**src/rtl/pc_checkpoint_monitor.sv**
```systemverilog
// pc_checkpoint_monitor
// In-system checker that sits beside the MIPS core. It follows the fetch PC through
// an ordered table of checkpoints. At each hit it compares the masked register taps
// against the expected values for that entry. The final verdict is pass or fail. A
// fail carries a code, the failing checkpoint index and the mask of mismatched regs.
//
//   state  | meaning
//   -------+-------------------------------------------------------------
//   S_IDLE | after reset; table writable, all status outputs zero
//   S_RUN  | armed; waiting for tbl[ckpt_idx].pc, counting the gap
//   S_PASS | every checkpoint matched; verdict held until start/reset
//   S_FAIL | mismatch, early END_PC or timeout; verdict held
module pc_checkpoint_monitor #(
  parameter int                NUM_CKPT = 4,
  parameter int                NUM_REGS = 2,
  parameter int                ADDR_W   = 32,
  parameter int                DATA_W   = 32,
  parameter int                TIMEOUT  = 4096,
  parameter logic [ADDR_W-1:0] END_PC   = '0,
  localparam int               IDX_W    = (NUM_CKPT > 1) ? $clog2(NUM_CKPT) : 1,
  localparam int               GAP_W    = $clog2(TIMEOUT + 1)
) (
  input  logic                       clk,
  input  logic                       reset,
  input  logic                       cfg_we,
  input  logic [IDX_W-1:0]           cfg_idx,
  input  logic [ADDR_W-1:0]          cfg_pc,
  input  logic [NUM_REGS*DATA_W-1:0] cfg_exp,
  input  logic [NUM_REGS-1:0]        cfg_mask,
  input  logic                       start,
  input  logic [ADDR_W-1:0]          pc,
  input  logic [NUM_REGS*DATA_W-1:0] regs,
  output logic                       busy,
  output logic                       done,
  output logic                       pass,
  output logic [1:0]                 fail_code,
  output logic [IDX_W-1:0]           ckpt_idx,
  output logic [NUM_REGS-1:0]        mism_mask,
  output logic [GAP_W-1:0]           gap_cnt
);

  typedef enum logic [1:0] {
    S_IDLE = 2'd0,
    S_RUN  = 2'd1,
    S_PASS = 2'd2,
    S_FAIL = 2'd3
  } state_e;

  localparam logic [1:0] FC_NONE    = 2'd0;
  localparam logic [1:0] FC_DATA    = 2'd1;
  localparam logic [1:0] FC_END     = 2'd2;
  localparam logic [1:0] FC_TIMEOUT = 2'd3;

  localparam logic [IDX_W-1:0] LAST_IDX  = IDX_W'(NUM_CKPT - 1);
  localparam logic [GAP_W-1:0] GAP_LIMIT = GAP_W'(TIMEOUT - 1);
  localparam logic [GAP_W-1:0] GAP_SAT   = GAP_W'(TIMEOUT);

  state_e state_q, state_d;

  logic [ADDR_W-1:0]          tbl_pc_q   [NUM_CKPT];
  logic [NUM_REGS*DATA_W-1:0] tbl_exp_q  [NUM_CKPT];
  logic [NUM_REGS-1:0]        tbl_mask_q [NUM_CKPT];

  logic [IDX_W-1:0]    idx_q, idx_d;
  logic [GAP_W-1:0]    gap_q, gap_d;
  logic [1:0]          code_q, code_d;
  logic [NUM_REGS-1:0] mism_q, mism_d;

  logic [ADDR_W-1:0]          cur_pc;
  logic [NUM_REGS*DATA_W-1:0] cur_exp;
  logic [NUM_REGS-1:0]        cur_mask;
  logic                       hit;
  logic [NUM_REGS-1:0]        mism;

  // Checkpoint table: cleared on reset, writable only while idle. A write issued
  // together with start lands on the same edge, so the run already sees it.
  always_ff @(posedge clk or negedge reset) begin
    if (!reset) begin
      for (int i = 0; i < NUM_CKPT; i++) begin
        tbl_pc_q[i]   <= '0;
        tbl_exp_q[i]  <= '0;
        tbl_mask_q[i] <= '0;
      end
    end else if (state_q == S_IDLE && cfg_we) begin
      tbl_pc_q[cfg_idx]   <= cfg_pc;
      tbl_exp_q[cfg_idx]  <= cfg_exp;
      tbl_mask_q[cfg_idx] <= cfg_mask;
    end
  end

  // Match the current PC against the pending entry and flag masked mismatches.
  always_comb begin
    cur_pc   = tbl_pc_q[idx_q];
    cur_exp  = tbl_exp_q[idx_q];
    cur_mask = tbl_mask_q[idx_q];
    hit      = (pc == cur_pc);
    mism     = '0;
    for (int k = 0; k < NUM_REGS; k++) begin
      mism[k] = cur_mask[k] & (regs[k*DATA_W +: DATA_W] != cur_exp[k*DATA_W +: DATA_W]);
    end
  end

  // State register.
  always_ff @(posedge clk or negedge reset) begin
    if (!reset) state_q <= S_IDLE;
    else        state_q <= state_d;
  end

  // Next-state and status update. A hit outranks END_PC, and END_PC outranks timeout.
  // The gap counter still advances on a no-hit failing cycle, so a timeout leaves it at TIMEOUT.
  always_comb begin
    state_d = state_q;
    idx_d   = idx_q;
    gap_d   = gap_q;
    code_d  = code_q;
    mism_d  = mism_q;
    case (state_q)
      S_IDLE, S_PASS, S_FAIL: begin
        if (start) begin
          state_d = S_RUN;
          idx_d   = '0;
          gap_d   = '0;
          code_d  = FC_NONE;
          mism_d  = '0;
        end
      end
      S_RUN: begin
        if (hit) begin
          gap_d = '0;
          if (|mism) begin
            state_d = S_FAIL;
            code_d  = FC_DATA;
            mism_d  = mism;
          end else if (idx_q == LAST_IDX) begin
            state_d = S_PASS;
          end else begin
            idx_d = idx_q + IDX_W'(1);
          end
        end else begin
          if (gap_q != GAP_SAT) gap_d = gap_q + GAP_W'(1);
          if (pc == END_PC) begin
            state_d = S_FAIL;
            code_d  = FC_END;
          end else if (gap_q == GAP_LIMIT) begin
            state_d = S_FAIL;
            code_d  = FC_TIMEOUT;
          end
        end
      end
      default: state_d = S_IDLE;
    endcase
  end

  // Status registers behind the FSM.
  always_ff @(posedge clk or negedge reset) begin
    if (!reset) begin
      idx_q  <= '0;
      gap_q  <= '0;
      code_q <= FC_NONE;
      mism_q <= '0;
    end else begin
      idx_q  <= idx_d;
      gap_q  <= gap_d;
      code_q <= code_d;
      mism_q <= mism_d;
    end
  end

  // Output decode straight from registered state.
  always_comb begin
    busy      = (state_q == S_RUN);
    done      = (state_q == S_PASS) || (state_q == S_FAIL);
    pass      = (state_q == S_PASS);
    fail_code = code_q;
    ckpt_idx  = idx_q;
    mism_mask = mism_q;
    gap_cnt   = gap_q;
  end

endmodule

```
**config.mk**
```make
export PLATFORM = sky130hd
export DESIGN_NAME = pc_checkpoint_monitor
export DESIGN_NICKNAME = d
export VERILOG_FILES = /design/src/rtl/pc_checkpoint_monitor.sv
export SDC_FILE = /design/constraint.sdc
export NUM_CORES = 1
export LEC_CHECK = 0
export ABC_AREA = 1
export BUFFER_PORTS_ARGS = -buffer_cell sky130_fd_sc_hd__buf_2
export CAP_MARGIN = 20
export CELL_PAD_IN_SITES_DETAIL_PLACEMENT = 1
export CELL_PAD_IN_SITES_GLOBAL_PLACEMENT = 2
export CORE_ASPECT_RATIO = 0.75
export CORE_MARGIN = 2
export CORE_UTILIZATION = 31
export DETAILED_ROUTE_END_ITERATION = 16
export PLACE_DENSITY = 0.81
export SLEW_MARGIN = 20
export SYNTH_ARGS = -nofsm -noshare
export SYNTH_HDL_FRONTEND = slang
export SYNTH_SLANG_ARGS = --single-unit
```
**constraint.sdc**
```tcl
create_clock -name clk -period 2 [get_ports clk]
set_input_delay 0.6 -clock clk [delete_from_list [all_inputs] [get_ports clk]]
set_output_delay 0.6 -clock clk [all_outputs]
set_load 0.01 [all_outputs]
```
-- Word level (Yosys, flattened, before mapping)
Cells that the tools add are included.
- memories kept: 0
- logic and storage cells: 97
- bits in registers: 413
- latch bits: 0
- output and inout bits: 22
- ROM bits: 0
- memory bits (writable): 0
- input bits: 200
- equal/unequal tests: 18
- mux-type cells: 41
- shifts and indexed selects: 0
- add/sub/neg operators: 2
- reduce and logical (&&, ||, !) cells: 12
- multipliers: 0
- magnitude comparators: 3
- bitwise operators: 4
- divide/modulo/power cells: 0
- operators with widths (operator ; count):
    bitwise mux 256 bit ; 1
    two-way mux 64 bit ; 3
    binary-select mux 64 bit (select 2 bit) ; 1
    bitwise mux 128 bit ; 1
    demux 64 bit (select 2 bit) ; 1
    two-way mux 32 bit ; 3
    binary-select mux 32 bit (select 2 bit) ; 1
    demux 32 bit (select 2 bit) ; 1
    != test 32 bit ; 2
    two-way mux 13 bit ; 3
    two-way mux 2 bit ; 18
    == test 32 bit ; 1
    zero test 32 bit ; 1
    one-hot mux 13 bit (2 select lines) ; 1
    one-hot mux 2 bit (2 select lines) ; 4
    adder 13 x 1 -> 13 bit, second input constant ; 1
    == test 13 x 12 -> 1 bit, second input constant ; 1
    != test 13 bit, second input constant ; 1
    AND reduction 3 bit ; 3
    bitwise mux 8 bit ; 1
    == test 2 bit, second input constant ; 3
    >= comparator 3 bit, second input constant ; 2
    != test 2 bit, second input constant ; 3
    inverter 2 -> 3 bit ; 2
    other kinds (18) ; 21

-- Logic depth before layout (Yosys ltp)
Gate-level depths: netlist (run 1).
- word-level depth: 10
- depth in mapped cells: 22

-- Least setup slack after synthesis (run 1)
Ideal clock, no wire load.
- path type: register to register
- from: register idx_q[0], in the netlist ckpt_idx[0]
- to: register idx_q[1], in the netlist ckpt_idx[1]
- buffers on the path: 3
- cell stages (with the launch flop): 22
- library setup time: 118 ps
- clock period less this slack: 2024 ps
- arrival time: 1906 ps
- path slack: -24 ps
- required time: 1882 ps
- path through: dfrtp_1 > buf_6 > inv_4 > buf_6 > buf_6 > nand2_1 > nand3_1 > nand2_1 > nand2_1 > nand2_1 > inv_1 > nand2_1 > nor2_1 > nand2_1 > nor2_1 > nand2_1 > nand2_1 > nand2_2 > nand2_1 > nand3_1 > nand2_1 > nand2_1
- cells in the longest elaborated chain, start to end: 9
- elaborated cells on any way between the ends: 26
- those cells by class: add/sub (1); eq/ne (7); mux (13); bitwise (3); reduce/logical (2)
- ends and longest elaborated chain (what ; line ; text):
    from (decl) ; 64 ; logic [IDX_W-1:0] idx_q, idx_d;
    from (signal assigned) ; 162 ; idx_q <= idx_d;
    inverter 2 -> 3 bit (implied by the code) ; 93, 94, 95 ;
    binary-select mux 64 bit (select 2 bit) ; 94 ; cur_exp = tbl_exp_q[idx_q];
    two-way mux 64 bit (implied by the code) (2 in series) ; 94 ;
    != test 32 bit ; 99 ; mism[k] = cur_mask[k] & (regs[k*DATA_W +: DATA_W] != cur_exp[k*DATA_W +: DATA_W]);
    AND 1 bit ; 99 ;
    OR reduction 2 bit ; 130 ; if (|mism) begin
    != test 2 bit (no line) ; - ;
    AND reduction 4 bit (no line) ; - ;
Parallel ways exist; a longest one is shown, timed or not. The select of a mux whose other input is x is not followed.
A chain may end at the register's enable or synchronous reset.

-- Worst setup path after layout (run 1)
- from: register idx_q[0], in the netlist ckpt_idx[0]
- to: register idx_q[0], in the netlist ckpt_idx[0]
Same word-level chain as after synthesis.

==> results of run 1 <==
area by class of cell:
class / instances / share of cell area (%)
clock inverters: 16 / 0.491
repair buffers: 384 / 12.9
flip-flops and latches: 413 / 40.2
clock buffers: 71 / 5.35
diodes: 3 / 0.0292
multi-input cells: 1901 / 33.9
well taps: 861 / 4.19
inverters: 191 / 2.88
cells by family (layout without fill, tap and decap cells):
| kind of cell | after synthesis | after routing | share of synthesized area, % |
|---|---|---|---|
| AND/OR/NAND/NOR | 1469 | 1469 | 30.0 |
| flip-flops | 413 | 413 | 51.4 |
| AO/OA/AOI/OAI | 405 | 405 | 10.1 |
| buffers and inverters | 341 | 662 | 7.37 |
| XOR/XNOR | 24 | 24 | 1.04 |
| adder cells (fa/ha/maj) | 3 | 3 | 0.187 |
| other | 0 | 3 | 0 |
final timing paths:
| check | from | to | slack [ns] | cells after the start |
|---|---|---|---|---|
| max | ckpt_idx[0] | ckpt_idx[0] | -0.58 | 21 |
| min | cfg_exp[56] | tbl_exp_q[248] | 0.32 | 3 |
| max reg2reg | ckpt_idx[0] | ckpt_idx[0] | -0.58 | 21 |
| min reg2reg | fail_code[0] | fail_code[0] | 0.48 | 2 |
| max in group asynchronous | reset | tbl_pc_q[25] | 0.74 | 3 |
| min in group asynchronous | reset | tbl_pc_q[95] | 0.55 | 2 |
layer usage:
metal	part of all wire (%)	vias to the layer above	track usage [%]
li1	-	9072	-
met1	47	9190	28.3
met2	46	280	34.1
met3	4.2	84	3.47
met4	1.9	6	4.86
met5	0.060	-	0
synthesized netlist by cell type (all sizes together), types with 9 or more instances:
cell / number / share of area [%]
nand4: 13 / 0.40
inv: 191 / 3.6
nor2: 56 / 1.1
nor4: 9 / 0.28
o21ai: 401 / 10
nand2: 1073 / 20
clkbuf: 82 / 1.5
nand3b: 19 / 0.71
buf: 68 / 2.3
xor2: 22 / 0.96
dfrtp: 413 / 51
nand3: 294 / 7.3
report_power, final:
group	switching [mW]	internal, mW	total [mW]
Sequential	2.44	12.5	14.9
Combinational	7.82	5.82	13.6
Clock	3.63	4.89	8.52
stage by stage:
step / cells / hold WS (ns) / util (%)
3_3_place_gp: 3714 / 0.455 / 36.1
2_1_floorplan: 2655 / 0.304 / -
4_1_cts: 3832 / 0.294 / 39.9
3_5_place_dp: 3714 / 0.467 / 36.1
6_report: 3840 / 0.323 / 40.3
5_1_grt: 3838 / 0.327 / 40.3
state kept, by name, indices dropped and copies added, names as in the netlist:
| name | cells |
|---|---|
| tbl_exp_q | 256 |
| tbl_pc_q | 128 |
| gap_cnt | 13 |
| tbl_mask_q | 8 |
| ckpt_idx | 2 |
| fail_code | 2 |
| mism_mask | 2 |
| state_q | 2 |
worst max-delay path, cell delays in order, from the launching register on:
cell and delay [ns]:
dfrtp_4 0.57, inv_12 0.09, buf_8 0.14, buf_12 0.14
buf_12 0.14, nand2_4 0.06, nand3_4 0.06, buf_6 0.12
nand3b_1 0.07, nand2_1 0.05, inv_1 0.06, nand2_1 0.06
nor2_2 0.11, nand2_1 0.06, nor2_2 0.15, nand2_2 0.10
nand2_2 0.10, nand2_4 0.08, nand2_2 0.07, nand3_2 0.07
nand2_1 0.08, nand2_2 0.07
cells in the final DEF, fill, tap and decap left out, types with 5 or more instances in the layout:
cell type / count
clkinv_2: 11
buf_4: 86
clkbuf_16: 49
nand2_4: 9
clkbuf_1: 14
nor2_1: 39
nand3_4: 5
buf_16: 15
nand4_1: 13
buf_8: 6
buf_12: 44
nand3_1: 258
xor2_1: 22
nand3_2: 31
nand2_2: 29
nor2_2: 14
buf_6: 13
dfrtp_1: 411
inv_1: 182
nand2_1: 1034
clkbuf_8: 9
buf_2: 217
nand3b_1: 19
inv_2: 6
o21ai_0: 397
nor4_1: 9
repair_timing:
item	4_1_cts	5_1_grt
resized for setup	115	49
gates cloned	10	1
endpoints found under the hold margin	26	0
setup endpoints to repair	24	24
hold buffers	1	0
buffers inserted	20	4
pin swaps	24	19
==> impl_metrics.yaml, run 1 <==
setup_path:
  startpoint_type: "flip-flop"
  worstPathRequired_ns: 2.45
  endpoint_kind: "flip-flop"
  path_max_fanout: 8
  critPathKind: "flip-flop to flip-flop"
  crit_arrival_ns: 3.03
floorplanning:
  fp.dieW_um: 298
  die_h_um: 225
  die_area_um2: 67000
  ioPinCount: 222
  core-area_um2: 63900
  start_util_pct: 31.5
  rows: 80
final_layout:
  layout-drive-gt1-share_pct: 18.9
  design_area_um2: 25700
  fill_cells: 7787
  synthToLayoutAreaGrowth_pct: 27.9
  seqCellArea_um2: 10300
  nNetsFinal: 3141
  multiInputGateArea_um2: 8730
timing:
  setup_violations: 23
  fin_crit_ns: 2.58
  worst-slew-pin-transition_ns: 0.531
  slew_viol_final: 0
  setup_tns_ns: -10.87
  skew_ns: 0.0242
  grt_setup_unrepaired: "true"
  relSlewSlack_pct: 64.3
  setup_slack_ns: -0.577
  max_freq_mhz: 388
  hold_violations: 0
  fin_crit_sh_pct: 129
status:
  outcome: "complete, but fails checks"
  violations: "setup timing"
routing:
  drt-pass1-iter-count: 5
  drt_iter0_drc: 1010
  post_drt_wl_per_cell_um: 17.9
  finalWirelength_um: 68700
  drtAntennaViolNets: 0
  via_per_inst: 4.85
  drc: 0
  via_count: 18632
power:
  fin_total_pwr_mw: 37.1
  power_leakage_nw: 13.0
  power_density_nw_per_um2: 1440
  vdd_ir_drop_max_mv: 0.557
cts:
  cts_buffers: 47
  cts_tree: "done"
  clk_latency_ns: 0.59
  root_buffer: "clkbuf_16"
  clock_sinks: 413
  path_clk_slew_ns: 0.06
  cts_max_path_buffers: 3
  htree_levels: 2
logic_synthesis:
  synthCells: 2655
  synth_enable_flop_cells: 0
  synth.avg_cell_area_um2: 7.58
  ys_seq_area_share_pct: 51.4
  syn_area_um2: 20100
  synthFlopType: "dfrtp_1"
  yosys_warnings: 0
  synth_fp_nets: 2858
  async_reset_ff_share_pct: 100
  yosysUniqueCellTypes: 27
  synth-seq-cells: 413
placement:
  place_area_um2: 23100
  gp_congestion: 0.797
  port_buffers: 221
  place_ws_ns: -0.744
  dp_hpwl_um: 46300
worst_hold_path:
  min_path_type: "input pin to flip-flop"
run:
  maxCapViolations: 0
grt:
  grt_pass1_vias: 19628
  grt_usage_pct: 20.6
  grt_pass1_wl_um: 110000
  overflow: 0
  grt_max_degree: 79
  antenna_found_initial: 6
Note: power is estimated with default switching activity, not from simulation.
==> run 2: changes to the inputs <==
Settings changed: CORE_UTILIZATION 31 to 34, PLACE_DENSITY 0.81 to 0.84.
Clock period 2 ns to 2.5 ns, I/O delays scaled along.
==> run 2 against run 1 <==
The flow still finishes with violations (setup timing). Core utilization is 3.2 points higher. Die area decreased by 8.7%. Critical path depth is 2 lower. Global-route usage is 1.9 points higher. Hold slack worse by 0.23 ns. Setup slack gained 0.48 ns. Register-to-register slack better by 0.48 ns. Final cell count fell by 1.9%. Non-clock buffer count increased by 2. Sequential power down 19%. First-iteration DRC count is 3.5% higher. Highest routed layer is now met4.
==> impl_metrics.yaml, run 2 (same netlist as run 1, synthesis figures left out) <==
floorplanning:
  rows: 77
  ioPinCount: 222
  core-area_um2: 58800
  start_util_pct: 34.2
  die_h_um: 215
  fp.dieW_um: 285
  die_area_um2: 61200
final_layout:
  fin_util_pct: 43.5
  top_register: "tbl_exp_q"
  nNetsFinal: 3143
  layout-drive-gt1-share_pct: 18.9
  largest_reg_flops: 256
  design_area_um2: 25600
  final_cell_mix: "nand2_1 (1,034), dfrtp_1 (411), o21ai_0 (398)"
  synthToLayoutAreaGrowth_pct: 27.0
  layout_commonest_cell: "nand2_1"
  stdcell_count: 3768
worst_hold_path:
  min_path_type: "input pin to asynchronous set/reset pin"
cts:
  cts_buffers: 47
  clk_latency_ns: 0.58
  cts_max_path_buffers: 3
  cts_tree: "done"
  clock_sinks: 413
  root_buffer: "clkbuf_16"
  path_clk_slew_ns: 0.06
  cts_hold_buf: 0
  htree_levels: 2
timing:
  fin_crit_ns: 2.60
  relSlewSlack_pct: 61.0
  setup_violations: 21
  max_freq_mhz: 384
  hold_violations: 0
  setup_slack_ns: -0.102
  worst-slew-pin-transition_ns: 0.580
  grt_setup_unrepaired: "true"
  fin_crit_sh_pct: 104
  skew_ns: 0.0114
  slew_viol_final: 0
placement:
  dp_hpwl_um: 45400
  port_buffers: 221
  place_area_um2: 22900
  gp_congestion: 0.801
  place_inst: 3645
  place_ws_ns: -0.319
grt:
  grt_pass1_wl_um: 110000
  grt_max_degree: 109
  overflow: 0
  grt_pass1_vias: 19800
  antenna_found_initial: 1
  grt_usage_pct: 22.5
power:
  power_density_nw_per_um2: 1180
  vdd_ir_drop_max_mv: 0.496
  fin_total_pwr_mw: 30.3
  power_leakage_nw: 13.0
routing:
  drc: 0
  finalWirelength_um: 69500
  drtAntennaViolNets: 0
  drt-pass1-iter-count: 5
  drt_iter0_drc: 1045
  post_drt_wl_per_cell_um: 18.4
  via_count: 18819
  via_per_inst: 4.99
setup_path:
  r2r_start: "ckpt_idx[1]"
  critPathKind: "flip-flop to flip-flop"
  startpoint_type: "flip-flop"
  path_max_fanout: 8
  reg2reg_slack_ns: -0.10
  reg2reg_depth: 19
  worstPathRequired_ns: 2.96
  r2r-end: "ckpt_idx[1]"
  crit_arrival_ns: 3.06
  endpoint_kind: "flip-flop"
status:
  violations: "setup timing"
  outcome: "complete, but fails checks"
run:
  maxCapViolations: 0
-- run 2: power breakdown --
part	internal (mW)	total, mW	switching [mW]
Clock	4.29	7.20	2.90
Sequential	10.0	12.0	1.97
Combinational	4.74	11.1	6.35
Total	19.0	30.3	11.2
-- run 2: layout make-up --
type                            count  area (um^2)
Inverter                          191          729
Fill cell                        7129        33200
Antenna cell                        1         2.50
Multi-Input combinational cell   1901         8710
Timing Repair Buffer              386         3170
Clock inverter                     16          161
Clock buffer                       70         1450
Sequential cell                   413        10300
Tap cell                          790          988
-- run 2: worst max-delay path by stage --
stage / end / slack [ns] / cells past startpoint / from
floorplan: ckpt_idx[1] / 0.48 / 21 / ckpt_idx[0]
finish: ckpt_idx[1] / -0.10 / 19 / ckpt_idx[1]
global placement: gap_cnt[0] / -0.27 / 18 / ckpt_idx[0]
CTS: ckpt_idx[1] / -0.09 / 19 / ckpt_idx[0]
detailed placement: gap_cnt[2] / -0.32 / 17 / ckpt_idx[0]
global route: fail_code[1] / -0.29 / 20 / ckpt_idx[0]
-- run 2: routing by layer --
metal  vias to the layer above  part of all wire, %  global-route usage, %
met5                         -                    0                      0
met4                         0                  2.4                   5.79
met3                       100                  4.1                   3.09
met2                       324                   47                   37.5
met1                      9328                   46                   30.8
li1                       9067                    -                      -
-- run 2: worst max-delay path, stage by stage, from the launching register on --
cell     delay, ns
dfrtp_4       0.51
inv_4         0.10
buf_12        0.14
buf_4         0.14
buf_4         0.18
nand3_1       0.11
nand2_1       0.08
nand2_1       0.05
nand2_1       0.11
nand3_1       0.12
nor2_1        0.17
nand2_1       0.10
nor2_2        0.10
nand2_2       0.09
nand2_2       0.09
nand2_2       0.09
nand2_1       0.08
nand3_1       0.08
nand2_1       0.08
nand2_1       0.07
-- run 2: timing repair --
action                     4_1_cts  5_1_grt
setup endpoints to repair       24       24
gates cloned                     8        7
gates resized for setup         67       56
pin swaps                       28       16
setup buffers                   18        4
-- run 2: metrics by stage --
step,hold slack [ns],TNS (ns)
floorplan,0.448,0
global placement,0.456,-4.66
detailed placement,0.453,-5.86
CTS,0.0928,-0.947
global route,0.100,-4.26
finish,0.0939,-0.890
